File: config.mk
export PLATFORM = sky130hd
export DESIGN_NAME = time_uart_tx
export DESIGN_NICKNAME = d
export VERILOG_FILES = /design/src/rtl/time_tx_pkg.sv /design/src/rtl/uart_byte_tx.sv /design/src/rtl/time_uart_tx.sv
export SDC_FILE = /design/constraint.sdc
export NUM_CORES = 1
export LEC_CHECK = 0
export BUFFER_PORTS_ARGS = -buffer_cell sky130_fd_sc_hd__clkbuf_2
export CORE_MARGIN = 2
export CORE_UTILIZATION = 64
export DETAILED_ROUTE_END_ITERATION = 7
export GPL_TIMING_DRIVEN = 0
export PLACE_DENSITY = 0.81
export SYNTH_ARGS = -nofsm -noshare
export SYNTH_HDL_FRONTEND = slang
export SYNTH_SLANG_ARGS = --single-unit
File: constraint.sdc
create_clock -name clk -period 7.51 [get_ports clk]
set_input_delay 0.3755 -clock clk [delete_from_list [all_inputs] [get_ports clk]]
set_output_delay 0.3755 -clock clk [all_outputs]
set_load 0.02 [all_outputs]
File: src/rtl/time_tx_pkg.sv
// Shared constants, state encodings and the binary-to-ASCII digit helper
// for the time-of-day UART transmitter.
package time_tx_pkg;

    localparam logic [7:0] ASCII_ZERO  = 8'h30;
    localparam logic [7:0] ASCII_COLON = 8'h3A;
    localparam logic [7:0] ASCII_CR    = 8'h0D;
    localparam logic [7:0] ASCII_LF    = 8'h0A;
    localparam int         MSG_LEN     = 10;

    typedef enum logic [1:0] {
        MSG_IDLE,
        MSG_LOAD,
        MSG_WAIT
    } msg_state_e;

    typedef enum logic [1:0] {
        TX_IDLE,
        TX_START,
        TX_DATA,
        TX_STOP
    } ser_state_e;

    typedef struct packed {
        logic [7:0] tens;
        logic [7:0] units;
    } ascii_pair_t;

    // Largest multiple of ten not above the value wins; covers 0..63 exactly.
    function automatic ascii_pair_t to_ascii_digits(input logic [5:0] value);
        ascii_pair_t result;
        logic [3:0]  tens_val;
        logic [5:0]  units_val;
        tens_val  = 4'd0;
        units_val = value;
        for (int k = 6; k >= 1; k--) begin
            if (tens_val == 4'd0 && value >= 6'(10 * k)) begin
                tens_val  = 4'(k);
                units_val = value - 6'(10 * k);
            end
        end
        result.tens  = ASCII_ZERO + {4'd0, tens_val};
        result.units = ASCII_ZERO + {2'd0, units_val};
        return result;
    endfunction

endpackage

File: src/rtl/uart_byte_tx.sv
// 8N1 byte serializer. A start request in IDLE or in the last stop-bit cycle
// begins a frame on the next cycle; data must stay stable through the start bit.
module uart_byte_tx
    import time_tx_pkg::*;
#(
    parameter int BAUD_DIV = 1250
) (
    input  logic       clk,
    input  logic       reset,
    input  logic       start,
    input  logic [7:0] data,
    output logic       tx,
    output logic       ready,
    output logic       bit_done
);

    localparam int            CW        = $clog2(BAUD_DIV);
    localparam logic [CW-1:0] BAUD_LAST = CW'(BAUD_DIV - 1);

    ser_state_e    state_q, state_d;
    logic [CW-1:0] baud_q, baud_d;
    logic [2:0]    bit_q, bit_d;
    logic [7:0]    shift_q, shift_d;
    logic          tx_q, tx_d;
    logic          bit_end;

    // NOTE: every combinational output gets a default before the case so no latch is inferred.
    always_comb begin
        bit_end  = (baud_q == BAUD_LAST);
        bit_done = (state_q == TX_STOP) && bit_end;
        ready    = (state_q == TX_IDLE) || bit_done;

        state_d = state_q;
        baud_d  = baud_q;
        bit_d   = bit_q;
        shift_d = shift_q;
        tx_d    = tx_q;

        if (state_q != TX_IDLE) begin
            baud_d = bit_end ? '0 : baud_q + CW'(1);
        end

        case (state_q)
            TX_IDLE: begin
                if (start) begin
                    state_d = TX_START;
                    baud_d  = '0;
                    tx_d    = 1'b0;
                end
            end
            TX_START: begin
                // Byte is captured at the end of the start bit.
                if (bit_end) begin
                    state_d = TX_DATA;
                    shift_d = data;
                    bit_d   = 3'd0;
                    tx_d    = data[0];
                end
            end
            TX_DATA: begin
                if (bit_end) begin
                    if (bit_q == 3'd7) begin
                        state_d = TX_STOP;
                        tx_d    = 1'b1;
                    end else begin
                        bit_d   = bit_q + 3'd1;
                        shift_d = {1'b0, shift_q[7:1]};
                        tx_d    = shift_q[1];
                    end
                end
            end
            TX_STOP: begin
                // Chaining straight into the next start bit keeps bytes gap-free.
                if (bit_end) begin
                    if (start) begin
                        state_d = TX_START;
                        tx_d    = 1'b0;
                    end else begin
                        state_d = TX_IDLE;
                        tx_d    = 1'b1;
                    end
                end
            end
            default: begin
                state_d = TX_IDLE;
                tx_d    = 1'b1;
            end
        endcase
    end

    // NOTE: sequential state uses non-blocking assignments only.
    always_ff @(posedge clk or posedge reset) begin
        if (reset) begin
            state_q <= TX_IDLE;
            baud_q  <= '0;
            bit_q   <= 3'd0;
            shift_q <= 8'd0;
            tx_q    <= 1'b1;
        end else begin
            state_q <= state_d;
            baud_q  <= baud_d;
            bit_q   <= bit_d;
            shift_q <= shift_d;
            tx_q    <= tx_d;
        end
    end

    assign tx = tx_q;

endmodule

File: src/rtl/time_uart_tx.sv
// Sends "HH:MM:SS\r\n" over UART on request, from a snapshot of the time
// taken at the accepting edge.
module time_uart_tx
    import time_tx_pkg::*;
#(
    parameter int BAUD_DIV = 1250
) (
    input  logic       clk,
    input  logic       reset,
    input  logic       send,
    input  logic [5:0] hours,
    input  logic [5:0] minutes,
    input  logic [5:0] seconds,
    output logic       tx,
    output logic       busy,
    output logic       done
);

    localparam logic [3:0] LAST_IDX = 4'(MSG_LEN - 1);

    msg_state_e  state_q, state_d;
    logic [3:0]  idx_q, idx_d;
    logic [5:0]  hrs_q, hrs_d;
    logic [5:0]  min_q, min_d;
    logic [5:0]  sec_q, sec_d;
    logic        done_q, done_d;

    logic        ser_start;
    logic        ser_ready;
    logic        ser_bit_done;
    logic [7:0]  cur_byte;
    ascii_pair_t hrs_asc, min_asc, sec_asc;

    always_comb begin
        hrs_asc = to_ascii_digits(hrs_q);
        min_asc = to_ascii_digits(min_q);
        sec_asc = to_ascii_digits(sec_q);
        cur_byte = ASCII_LF;
        case (idx_q)
            4'd0:    cur_byte = hrs_asc.tens;
            4'd1:    cur_byte = hrs_asc.units;
            4'd2:    cur_byte = ASCII_COLON;
            4'd3:    cur_byte = min_asc.tens;
            4'd4:    cur_byte = min_asc.units;
            4'd5:    cur_byte = ASCII_COLON;
            4'd6:    cur_byte = sec_asc.tens;
            4'd7:    cur_byte = sec_asc.units;
            4'd8:    cur_byte = ASCII_CR;
            default: cur_byte = ASCII_LF;
        endcase
    end

    // LOAD spans the first cycle of each start bit; the byte index already points
    // at the byte the serializer will capture at the end of that start bit.
    always_comb begin
        state_d   = state_q;
        idx_d     = idx_q;
        hrs_d     = hrs_q;
        min_d     = min_q;
        sec_d     = sec_q;
        done_d    = 1'b0;
        ser_start = 1'b0;

        case (state_q)
            MSG_IDLE: begin
                if (send && ser_ready) begin
                    ser_start = 1'b1;
                    hrs_d     = hours;
                    min_d     = minutes;
                    sec_d     = seconds;
                    idx_d     = 4'd0;
                    state_d   = MSG_LOAD;
                end
            end
            MSG_LOAD: begin
                state_d = MSG_WAIT;
            end
            MSG_WAIT: begin
                if (ser_bit_done) begin
                    if (idx_q == LAST_IDX) begin
                        done_d  = 1'b1;
                        state_d = MSG_IDLE;
                    end else begin
                        idx_d     = idx_q + 4'd1;
                        ser_start = 1'b1;
                        state_d   = MSG_LOAD;
                    end
                end
            end
            default: begin
                state_d = MSG_IDLE;
            end
        endcase
    end

    // NOTE: asynchronous reset clears every register, snapshot included, so an aborted message leaves no residue.
    always_ff @(posedge clk or posedge reset) begin
        if (reset) begin
            state_q <= MSG_IDLE;
            idx_q   <= 4'd0;
            hrs_q   <= 6'd0;
            min_q   <= 6'd0;
            sec_q   <= 6'd0;
            done_q  <= 1'b0;
        end else begin
            state_q <= state_d;
            idx_q   <= idx_d;
            hrs_q   <= hrs_d;
            min_q   <= min_d;
            sec_q   <= sec_d;
            done_q  <= done_d;
        end
    end

    uart_byte_tx #(
        .BAUD_DIV(BAUD_DIV)
    ) u_byte_tx (
        .clk      (clk),
        .reset    (reset),
        .start    (ser_start),
        .data     (cur_byte),
        .tx       (tx),
        .ready    (ser_ready),
        .bit_done (ser_bit_done)
    );

    assign busy = (state_q != MSG_IDLE);
    assign done = done_q;

endmodule

After elaboration in Yosys (flattened, before gate mapping)
Cells that the tools add are included.
{"block": "classes", "addsub": 27, "n_mul": 0, "n_div": 0, "order_cmp": 18, "n_eq_ne": 25, "n_shift": 0, "mux": 78, "n_bitwise": 0, "reduce_logical": 47}
{"cell": "$mux 6", "n": 18}
{"cell": "$logic_not 4->1", "n": 16}
{"cell": "$mux 4", "n": 16}
{"cell": "$pmux 7 s8", "n": 1}
{"cell": "$ge 6x6->1 const B", "n": 9}
{"cell": "$sub 6x6->6 const B", "n": 9}
{"cell": "$mux 11", "n": 4}
{"cell": "$ge 6x5->1 const B", "n": 6}
{"cell": "$sub 6x5->6 const B", "n": 6}
{"cell": "$mux 3", "n": 8}
{"cell": "$mux 8", "n": 3}
{"cell": "$add 6x4->7 const A", "n": 3}
{"cell": "$add 6x6->7 const A", "n": 3}
{"cell": "$ge 6x4->1 const B", "n": 3}
{"cell": "$sub 6x4->6 const B", "n": 3}
{"cell": "$logic_and 1x1->1", "n": 17}
{"cell": "$eq 4x3->1 const B", "n": 4}
{"cell": "$pmux 8 s2", "n": 1}
{"cell": "$mux 1", "n": 14}
{"cell": "$mux 2", "n": 7}
{"cell": "$reduce_and 4->1", "n": 3}
{"cell": "$add 11x1->11 const B", "n": 1}
{"cell": "$eq 11x11->1 const B", "n": 1}
{"cell": "$ne 2x2->1 const B", "n": 5}
{"cell": "21 further kinds", "n": 34}
{"block": "totals", "ff_bits": 50, "latch_bits": 0, "ram_bits": 0, "romBits": 0, "elab_cells": 206, "mem_count": 0}

Logic depth before layout (Yosys ltp)
Gate-level depths: netlist (run 1).
{"block": "logic_depth", "depth_word": 21, "mapped_depth": 14, "mapped_depth_nobuf": 13}

Cells and area by module
From an unflattened synthesis (run 1), not the netlist that was laid out.
{"block": "hier_totals", "cells_unflattened": 593, "hier_area_um2": 4844.6}
{"mod": "time_uart_tx", "instances": 1, "cells_per_inst": 448, "area_each_um2": 3438.3, "seq_area_each_um2": 625.6}
{"mod": "uart_byte_tx", "instances": 1, "cells_per_inst": 145, "area_each_um2": 1406.3, "seq_area_each_um2": 601.8}

Least setup slack after synthesis (run 1)
Ideal clock, no wire load.
{"block": "synth_timing", "kind": "reg2reg", "startpoint": "reg sec_q[3]", "endpoint": "reg u_byte_tx.shift_q[5]", "setup_ns": 0.083, "arrival_time_ns": 3.068, "required_ns": 7.427, "setup_slack_ns": 4.359, "stages_incl_launch_ff": 14, "n_path_buf": 1, "synth_period_minus_slack_ns": 3.151, "cell_sequence": "dfrtp_1 -> inv_1 -> ha_1 -> a21boi_0 -> o211ai_2 -> or3_1 -> clkbuf_1 -> o221ai_1 -> o221a_2 -> nor2_1 -> ha_1 -> a2111oi_0 -> a21oi_1 -> o21ai_0"}
{"block": "synth_via", "elab_chain_len": 21, "elab_cells_between_ends": 39, "cone_classes": "add/sub (8); order compare (6); mux (15); reduce/logical (10)"}
{"element": "from (decl)", "line": "time_uart_tx.sv:25", "rtl": "logic [5:0] sec_q, sec_d;"}
{"element": "from (signal assigned)", "line": "time_uart_tx.sv:103", "rtl": "sec_q <= 6'd0;"}
{"element": "from (signal assigned)", "line": "time_uart_tx.sv:110", "rtl": "sec_q <= sec_d;"}
{"element": "$ge 6x6->1", "line": "time_tx_pkg.sv:37", "rtl": "if (tens_val == 4'd0 && value >= 6'(10 * k)) begin"}
{"element": "$mux 3", "line": "time_tx_pkg.sv:37"}
{"element": "$logic_not 4->1", "line": "time_tx_pkg.sv:37"}
{"element": "$logic_and 1x1->1", "line": "time_tx_pkg.sv:37"}
{"element": "$mux 4", "line": "time_tx_pkg.sv:37"}
{"element": "$logic_not 4->1", "line": "time_tx_pkg.sv:37"}
{"element": "$logic_and 1x1->1", "line": "time_tx_pkg.sv:37"}
{"element": "$mux 4", "line": "time_tx_pkg.sv:37"}
{"element": "(+5 left out)"}
{"element": "$mux 4", "line": "time_tx_pkg.sv:37"}
{"element": "$logic_not 4->1", "line": "time_tx_pkg.sv:37"}
{"element": "$logic_and 1x1->1", "line": "time_tx_pkg.sv:37"}
{"element": "$mux 6 / $mux 4 (equally long branches)", "line": "time_tx_pkg.sv:37"}
{"element": "$add 6x6->7 / $add 6x4->7 (equally long branches)", "line": "time_tx_pkg.sv:43, time_tx_pkg.sv:42"}
{"element": "$pmux 7 s8 (*)", "line": "time_uart_tx.sv:39", "rtl": "case (idx_q)"}
{"element": "$mux 8 (*)", "line": "uart_byte_tx.sv:53", "rtl": "if (bit_end) begin"}
{"element": "$pmux 8 s2 (*)", "line": "uart_byte_tx.sv:43", "rtl": "case (state_q)"}
{"element": "to (signal assigned)", "line": "uart_byte_tx.sv:103", "rtl": "shift_q <= shift_d;"}
{"element": "to (decl)", "line": "uart_byte_tx.sv:23", "rtl": "logic [7:0] shift_q, shift_d;"}
Every way passes the cells marked *; elsewhere a longest branch is shown, timed or not. The select of a mux whose other input is x is not followed.
A chain may end at the register's enable or synchronous reset.

Worst setup path in the final report (run 1)
{"block": "layout_timing", "startpoint": "reg min_q[2]", "endpoint": "reg u_byte_tx.shift_q[5]"}
{"block": "layout_via", "elab_chain_len": 21, "elab_cells_between_ends": 39, "cone_classes": "add/sub (8); order compare (6); mux (15); reduce/logical (10)"}
{"element": "from (decl)", "line": "time_uart_tx.sv:24", "rtl": "logic [5:0] min_q, min_d;"}
{"element": "from (signal assigned)", "line": "time_uart_tx.sv:109", "rtl": "min_q <= min_d;"}
{"element": "$ge 6x6->1", "line": "time_tx_pkg.sv:37"}
{"element": "$mux 3", "line": "time_tx_pkg.sv:37"}
{"element": "$logic_not 4->1", "line": "time_tx_pkg.sv:37"}
{"element": "$logic_and 1x1->1", "line": "time_tx_pkg.sv:37"}
{"element": "$mux 4", "line": "time_tx_pkg.sv:37"}
{"element": "$logic_not 4->1", "line": "time_tx_pkg.sv:37"}
{"element": "$logic_and 1x1->1", "line": "time_tx_pkg.sv:37"}
{"element": "$mux 4", "line": "time_tx_pkg.sv:37"}
{"element": "(+5 left out)"}
{"element": "$mux 4", "line": "time_tx_pkg.sv:37"}
{"element": "$logic_not 4->1", "line": "time_tx_pkg.sv:37"}
{"element": "$logic_and 1x1->1", "line": "time_tx_pkg.sv:37"}
{"element": "$mux 6 / $mux 4 (equally long branches)", "line": "time_tx_pkg.sv:37"}
{"element": "$add 6x6->7 / $add 6x4->7 (equally long branches)", "line": "time_tx_pkg.sv:43, time_tx_pkg.sv:42"}
{"element": "$pmux 7 s8 (*)", "line": "time_uart_tx.sv:39"}
{"element": "$mux 8 (*)", "line": "uart_byte_tx.sv:53"}
{"element": "$pmux 8 s2 (*)", "line": "uart_byte_tx.sv:43"}
Marks and branches as above.

==> results.toml, run 1 <==
[yosys]
synth.cell_area_um2 = 4720
ys.flop_type = "dfrtp_1"
synth-seq-cells = 48
yosysWarnings = 0
synth_cells = 582
yosysSeqAreaShare = 0.255
synth_edf_count = 0
yosys.cell_types.count = 78
syn-num-nets = 652
asyncSetResetFlopFracSynth = 1.00
synthesis.area_per_instance_um2 = 8.10

[critical_path]
ff2ff_setup_slack_ns = 3.50
end_kind = "flip-flop"
cp.required_ns = 7.75
worst_r2r_path_depth = 13
launching_element_type_of_the_critical_path = "flip-flop"
crit_type = "reg -> reg"
wp_data_arrival_ns = 4.25
critical_path.max_fanout = 10

[sta]
grt_setup_unrepaired = "no"
slew_headroom = 0.500
period_minus_slack_ns = 4.01
finClkSkew_ns = 0.0119
post-route-period-util = 0.534
finalHoldViolCount = 0
max_slew.worst_pin.slew_ns = 0.731
fmax_mhz = 250
maxSlewViolCount = 0
setup_viol_count_final = 0
finalSetupTns_ns = 0

[power]
p_switching_uw = 1130
internal-power_uw = 955
ir_drop_mv = 0.204
cellLeakagePower_uw = 0.00220
power.share.switching = 0.543
power-per-cell-area_nw_per_um2 = 411
power.clock.fraction = 0.085
combinationalPowerShare = 0.697
power_frac_seq = 0.218

[floorplanning]
horizontal_die_dimension_um = 89.9
pin_count = 24
die_height_um = 89.9
start_util = 0.657
dieArea_um2 = 8070
num_rows = 31
design.core.area_um2 = 7180

[run_status]
outcome = "finished, final reports clean"

[drt]
detailedRoute.firstIterationViolations = 400
routed_wirelength_um = 13000
detail-route-antenna-nets = 0
wl_per_cell_um = 18.2
remaining_drc_errors = 0
dr_vias_cell = 6.59
detailroute.via_count = 4704
drt_first_pass_iters = 5

[clock_network]
root_buffer = "clkbuf_8"
cts_tree = "yes"
cts_hold_buffers = 1
clock_latency_ns = 0.32
postCtsSetupBuffers = 0
cts-buffers-inserted = 5
clock_tree.buffer_depth = 2
clk_pin_slew_worst_paths_ns = 0.11
cts.htree.levels = 2
post_cts.resized_instances = 0
clock_sinks = 48

[final_layout]
fillers = 607
layout_cells_sized_above_1 = 0.0959
multi_input_comb_area_um2 = 3280
regArea_um2 = 1200
diodes = 0
most_common_cell_after_layout_fill_and_taps_aside = "nand2_1"
finalNetCount = 684
areaGrowthSynthToFinish_pct = 7.75
top_library_cells_by_usage_in_the_layout_fill_and_taps_aside = "nand2_1, o21ai_0, ha_1"
layout.cell_area.non_filler_um2 = 5080

[placement]
dpl.hpwl_um = 9540
buffer_ports.inserted = 23
post_dp_cell_area_um2 = 4980
globalplace.congestion = 1.01

[grt]
groute.usage.overall = 0.318
grt_pass1_vias = 4380
grt_start_max_net_pins = 41
grt_first_pass_wirelength_um = 21300
global_route.overflow_total = 0
number_of_antenna_violations_at_the_first_check_in_global_routing = 0

[run]
number_of_maximum_capacitance_constraint_violations = 0

[worst_hold_path]
worstHoldPathCells = 3
timing.hold.worst.class = "in -> reg"
stage by stage:
| stage | instances | util | hold WS, ns | setup WS, ns | total power (uW) |
|---|---|---|---|---|---|
| after floorplan | 582 | - | 0.443 | 4.36 | 1500 |
| after global placement | 704 | 0.691 | 0.457 | 3.68 | 1820 |
| after detailed placement | 705 | 0.693 | 0.305 | 3.73 | 1850 |
| after CTS | 714 | 0.708 | 0.260 | 3.59 | 2050 |
| after global routing | 714 | 0.708 | 0.285 | 3.22 | 2270 |
| final | 714 | 0.708 | 0.248 | 3.50 | 2090 |
metal layers:
layer / wire [um] / GRT usage / vias up
met5: 0 / 0 / -
met2: 6170 / 0.535 / 215
met4: 306 / 0.104 / 0
met3: 910 / 0.0419 / 32
li1: - / - / 2226
met1: 5600 / 0.427 / 2231
cells in the mapped netlist (all sizes together), types with 8 or more instances:
cell type  number  area (um2)
buf             8        45.0
nand4           8        50.1
xnor2          14         123
and2            8        50.1
a31oi          11        75.1
nor2b           9        56.3
o21ai          66         330
a21oi          29         145
nor2           34         144
nand3          14        70.1
o211ai         11         101
inv            34         128
ha             49         613
and3           10        62.6
nand2          66         248
clkbuf         16        60.1
dfrtp          47        1180
nor3           16        91.3
logic make-up (layout without fill, tap and decap cells):
kind of cell | Yosys count | count (layout) | share of synthesized area
simple gates | 202 | 202 | 0.224
buf+inv | 59 | 92 | 0.0501
fa+ha+maj | 49 | 49 | 0.130
flops | 48 | 48 | 0.255
mux | 9 | 9 | 0.0207
compound gates | 196 | 196 | 0.285
xor+xnor | 19 | 19 | 0.0353
flip-flops by register name, summed over array words and instances (netlist names):
register,flops
done,1
hrs_q,6
idx_q,4
min_q,6
sec_q,6
state_q,2
u_byte_tx.baud_q,11
u_byte_tx.bit_q,3
u_byte_tx.shift_q,6
u_byte_tx.state_q,2
u_byte_tx.tx,1
power by group through the flow:
| stage | clock (uW) | combinational [uW] | sequential (uW) |
|---|---|---|---|
| detailed placement | 0 | 1400 | 457 |
| CTS | 178 | 1420 | 451 |
| global placement | 0 | 1370 | 450 |
| global route | 187 | 1610 | 466 |
| floorplan | 0 | 1080 | 420 |
| finish | 178 | 1450 | 456 |
worst paths after layout:
path	from	end
hold reg to reg	u_byte_tx.shift_q[6]$_DFFE_PP0P_	u_byte_tx.shift_q[6]$_DFFE_PP0P_
min in group asynchronous	reset	sec_q[0]$_DFFE_PP0P_
setup reg to reg	min_q[2]$_DFFE_PP0P_	u_byte_tx.shift_q[5]$_DFFE_PP0P_
max in group asynchronous	reset	u_byte_tx.tx$_DFFE_PP1P_
hold / removal	minutes[4]	min_q[4]$_DFFE_PP0P_
setup / recovery	min_q[2]$_DFFE_PP0P_	u_byte_tx.shift_q[5]$_DFFE_PP0P_
worst max-delay path, cell delays in order, from the launching register on:
cell and delay (ns):
dfrtp_1 0.52, inv_1 0.24, ha_1 0.27, nor3b_1 0.14
o31ai_1 0.59, nand4_1 0.47, o221ai_1 0.34, o221ai_1 0.21
nand2_1 0.14, nor2_1 0.05, ha_1 0.27, a2111oi_0 0.40
a21oi_1 0.08, o21ai_0 0.20
layout make-up:
| class | count | area share |
|---|---|---|
| inverter | 35 | 0.0258 |
| sequential | 48 | 0.237 |
| tap | 99 | 0.0244 |
| clock inverter | 2 | 0.00271 |
| multi-input combinational | 475 | 0.645 |
| buffer | 24 | 0.0207 |
| timing repair buffer | 25 | 0.0286 |
| clock buffer | 6 | 0.0162 |
(Power assumes the default switching activity.)
==> inputs of run 2 (changes only) <==
Settings changed: ABC_AREA from default to 1, CORE_UTILIZATION 64 to 63, PLACE_DENSITY 0.81 to 0.8.
Clock period 7.51 ns to 4.2 ns, I/O delays scaled along.
==> results.toml, run 2 <==
[yosys]
yosysWarnings = 0
syn-num-nets = 766
synth_top_area_cell = "dfrtp_1"
yosys.cell_types.count = 42
synth-seq-cells = 48
synth_common_cells = "nand2_1, inv_1, nor2_1, o21ai_0, ha_1"
synth_top_cells_by_area = "dfrtp_1, ha_1, nand2_1"
synthesis.area_per_instance_um2 = 6.75
ys.flop_type = "dfrtp_1"
synthMostInstantiatedCell = "nand2_1"
synth_cells = 696
synth_edf_count = 0
yosysTopAreaCellShare = 0.250
yosysSeqAreaShare = 0.256
asyncSetResetFlopFracSynth = 1.00
synth.cell_area_um2 = 4700

[drt]
met3_wirelength_um = 496
routed_wirelength_um = 11100
detailroute.via_count = 4571
drt_first_pass_iters = 5
wl_per_cell_um = 13.4
routed-wl-met2_um = 5380
wirelength_met1_um = 5150
top_signal_layer_used = "met4"
detailedRoute.firstIterationViolations = 382
remaining_drc_errors = 0
detail-route-antenna-nets = 0
dr_vias_cell = 5.52

[sta]
finalSetupTns_ns = 0
slew_headroom = 0.678
fmax_mhz = 331
finalHoldViolCount = 0
finClkSkew_ns = 0.00763
post-route-period-util = 0.720
grt_setup_unrepaired = "no"
period_minus_slack_ns = 3.03
final_critical_path_setup_slack_ns = 1.17
maxSlewViolCount = 0
setup_viol_count_final = 0
max_slew.worst_pin.slew_ns = 0.483

[placement]
dpl_worst_slack_ns = 1.23
dpl.hpwl_um = 8700
buffer_ports.inserted = 23
globalplace.congestion = 0.936
placedCellCount = 819

[final_layout]
registers.top_by_ff_count = "u_byte_tx.baud_q"
largest_register_ffs = 11
top_library_cells_by_usage_in_the_layout_fill_and_taps_aside = "nand2_1, inv_1, nor2_1"
layout_cells_sized_above_1 = 0.107
fillers = 672
fin_util = 0.698
finalNetCount = 798
layoutNonFillerInstCount = 828
diodes = 0
areaGrowthSynthToFinish_pct = 7.77
most_common_cell_after_layout_fill_and_taps_aside = "nand2_1"

[critical_path]
r2r-start = "sec_q[3]$_DFFE_PP0P_"
crit_family = "simple AND/OR/NAND/NOR gates"
launching_element_type_of_the_critical_path = "flip-flop"
cp_slowest_stage_delay_ns = 0.57
critical_path.max_fanout = 10
worst-path-buf-inv = 3
worst_r2r_path_depth = 16
end_kind = "flip-flop"
rr_endpoint = "u_byte_tx.shift_q[5]$_DFFE_PP0P_"
cp.required_ns = 4.37
timing.critical_path.mode_cell = "nand2_1"
wp_data_arrival_ns = 3.20
crit_type = "reg -> reg"
ff2ff_setup_slack_ns = 1.17
worstPathCellList = "inv_1 > ha_1 > nand4_1 > nand3_2 > nor2_2 > nand2_4 > nand3_2 > inv_2 > nand2_1 > nand3_1 > nand2_1 > inv_1 > ha_1 > nand2_1 > a22oi_1 > o21ai_0"
worst_path_max_delay_cell = "dfrtp_1"

[power]
power-per-cell-area_nw_per_um2 = 154
finalPower_uw = 778
ir_drop_mv = 0.231
cellLeakagePower_uw = 0.00258

[clock_network]
root_buffer = "clkbuf_8"
clock_tree.buffer_depth = 2
clk_pin_slew_worst_paths_ns = 0.09
cts-buffers-inserted = 5
post_cts.resized_instances = 0
cts_tree = "yes"
cts.htree.levels = 2
clock_latency_ns = 0.30
clock_sinks = 48

[floorplanning]
design.core.area_um2 = 7250
num_rows = 31
pin_count = 24
dieArea_um2 = 8170
start_util = 0.648
horizontal_die_dimension_um = 90.4
die_height_um = 90.4

[worst_hold_path]
holdCritStartpoint = "minutes[1]"
timing.hold.worst.class = "in -> reg"
timing.hold.worst_endpoint = "min_q[1]$_DFFE_PP0P_"
worstHoldPathCells = 3

[grt]
grt_start_max_net_pins = 41
global_route.overflow_total = 0
groute.usage.overall = 0.280
grt_first_pass_wirelength_um = 19300
number_of_antenna_violations_at_the_first_check_in_global_routing = 0
grt_pass1_vias = 4267

[run_status]
outcome = "finished, final reports clean"

[run]
number_of_maximum_capacitance_constraint_violations = 0
run 2: cell types whose count changed after synthesis, sizes merged, moves of 9 or more:
| cell | before | now |
|---|---|---|
| and3 | 10 | 0 |
| a31oi | 11 | 0 |
| nand2 | 66 | 173 |
| clkbuf | 16 | 2 |
| xnor2 | 14 | 4 |
| inv | 34 | 114 |
| nand3 | 14 | 53 |
| nor2b | 9 | 0 |
| xor2 | 5 | 19 |
| nor2 | 34 | 70 |
run 2: final cells by class:
type | instances | area [um2] | area share
multi-input cells | 523 | 3000 | 0.593
flip-flops and latches | 48 | 1200 | 0.237
inverters | 115 | 432 | 0.0852
repair buffers | 25 | 145 | 0.0287
well taps | 99 | 124 | 0.0245
clock buffers | 6 | 82.6 | 0.0163
plain buffers | 10 | 62.6 | 0.0124
clock inverters | 2 | 13.8 | 0.00272
run 2: through the flow:
step,cell area (um2),hold slack (ns)
after floorplan,4700,0.331
after global placement,4940,0.416
after detailed placement,4960,0.137
after CTS,5060,0.100
after global routing,5060,0.114
final,5060,0.109
run 2: how the worst max path moves through the flow:
stage / startpoint / end / slack [ns] / depth (start not counted)
floorplan: min_q[3]$_DFFE_PP0P_ / u_byte_tx.shift_q[5]$_DFFE_PP0P_ / 1.68 / 17
detailed placement: sec_q[3]$_DFFE_PP0P_ / u_byte_tx.shift_q[5]$_DFFE_PP0P_ / 1.23 / 16
global route: sec_q[3]$_DFFE_PP0P_ / u_byte_tx.shift_q[5]$_DFFE_PP0P_ / 0.85 / 18
finish: sec_q[3]$_DFFE_PP0P_ / u_byte_tx.shift_q[5]$_DFFE_PP0P_ / 1.17 / 16
global placement: sec_q[3]$_DFFE_PP0P_ / u_byte_tx.shift_q[5]$_DFFE_PP0P_ / 1.25 / 16
CTS: sec_q[3]$_DFFE_PP0P_ / u_byte_tx.shift_q[5]$_DFFE_PP0P_ / 1.21 / 16
run 2: kinds of logic (layout without fill, tap and decap cells):
family,after synthesis,after routing,share of synthesized area
and+or+nand+nor,331,331,0.318
buffers and inverters,125,158,0.105
AOI/OAI and AO/OA,120,120,0.147
adders and majority gates,49,49,0.130
DFF,48,48,0.256
xor gates and xnor gates,23,23,0.0429
run 2: tightest hold or removal path, stage by stage:
cell and delay (ns):
clkbuf_2 0.07, nand2_1 0.04, o21ai_0 0.05
run 2: metal layers:
metal / vias up / GRT usage
li1: 2318 / -
met1: 2110 / 0.387
met2: 131 / 0.474
met3: 12 / 0.0275
met4: 0 / 0.0679
met5: - / 0
run 2: timing repair:
action                    4_1_cts  5_1_grt
setup buffers                   0        0
hold buffers                    1        0
hold endpoints to repair        8        0
run 2: report_power, final:
group | leakage, uW | switching (uW) | internal, uW
Sequential | 0.000537 | 0 | 462
Clock | 0.0000516 | 160 | 135
Combinational | 0.00199 | 12.0 | 9.13
Total | 0.00258 | 172 | 606
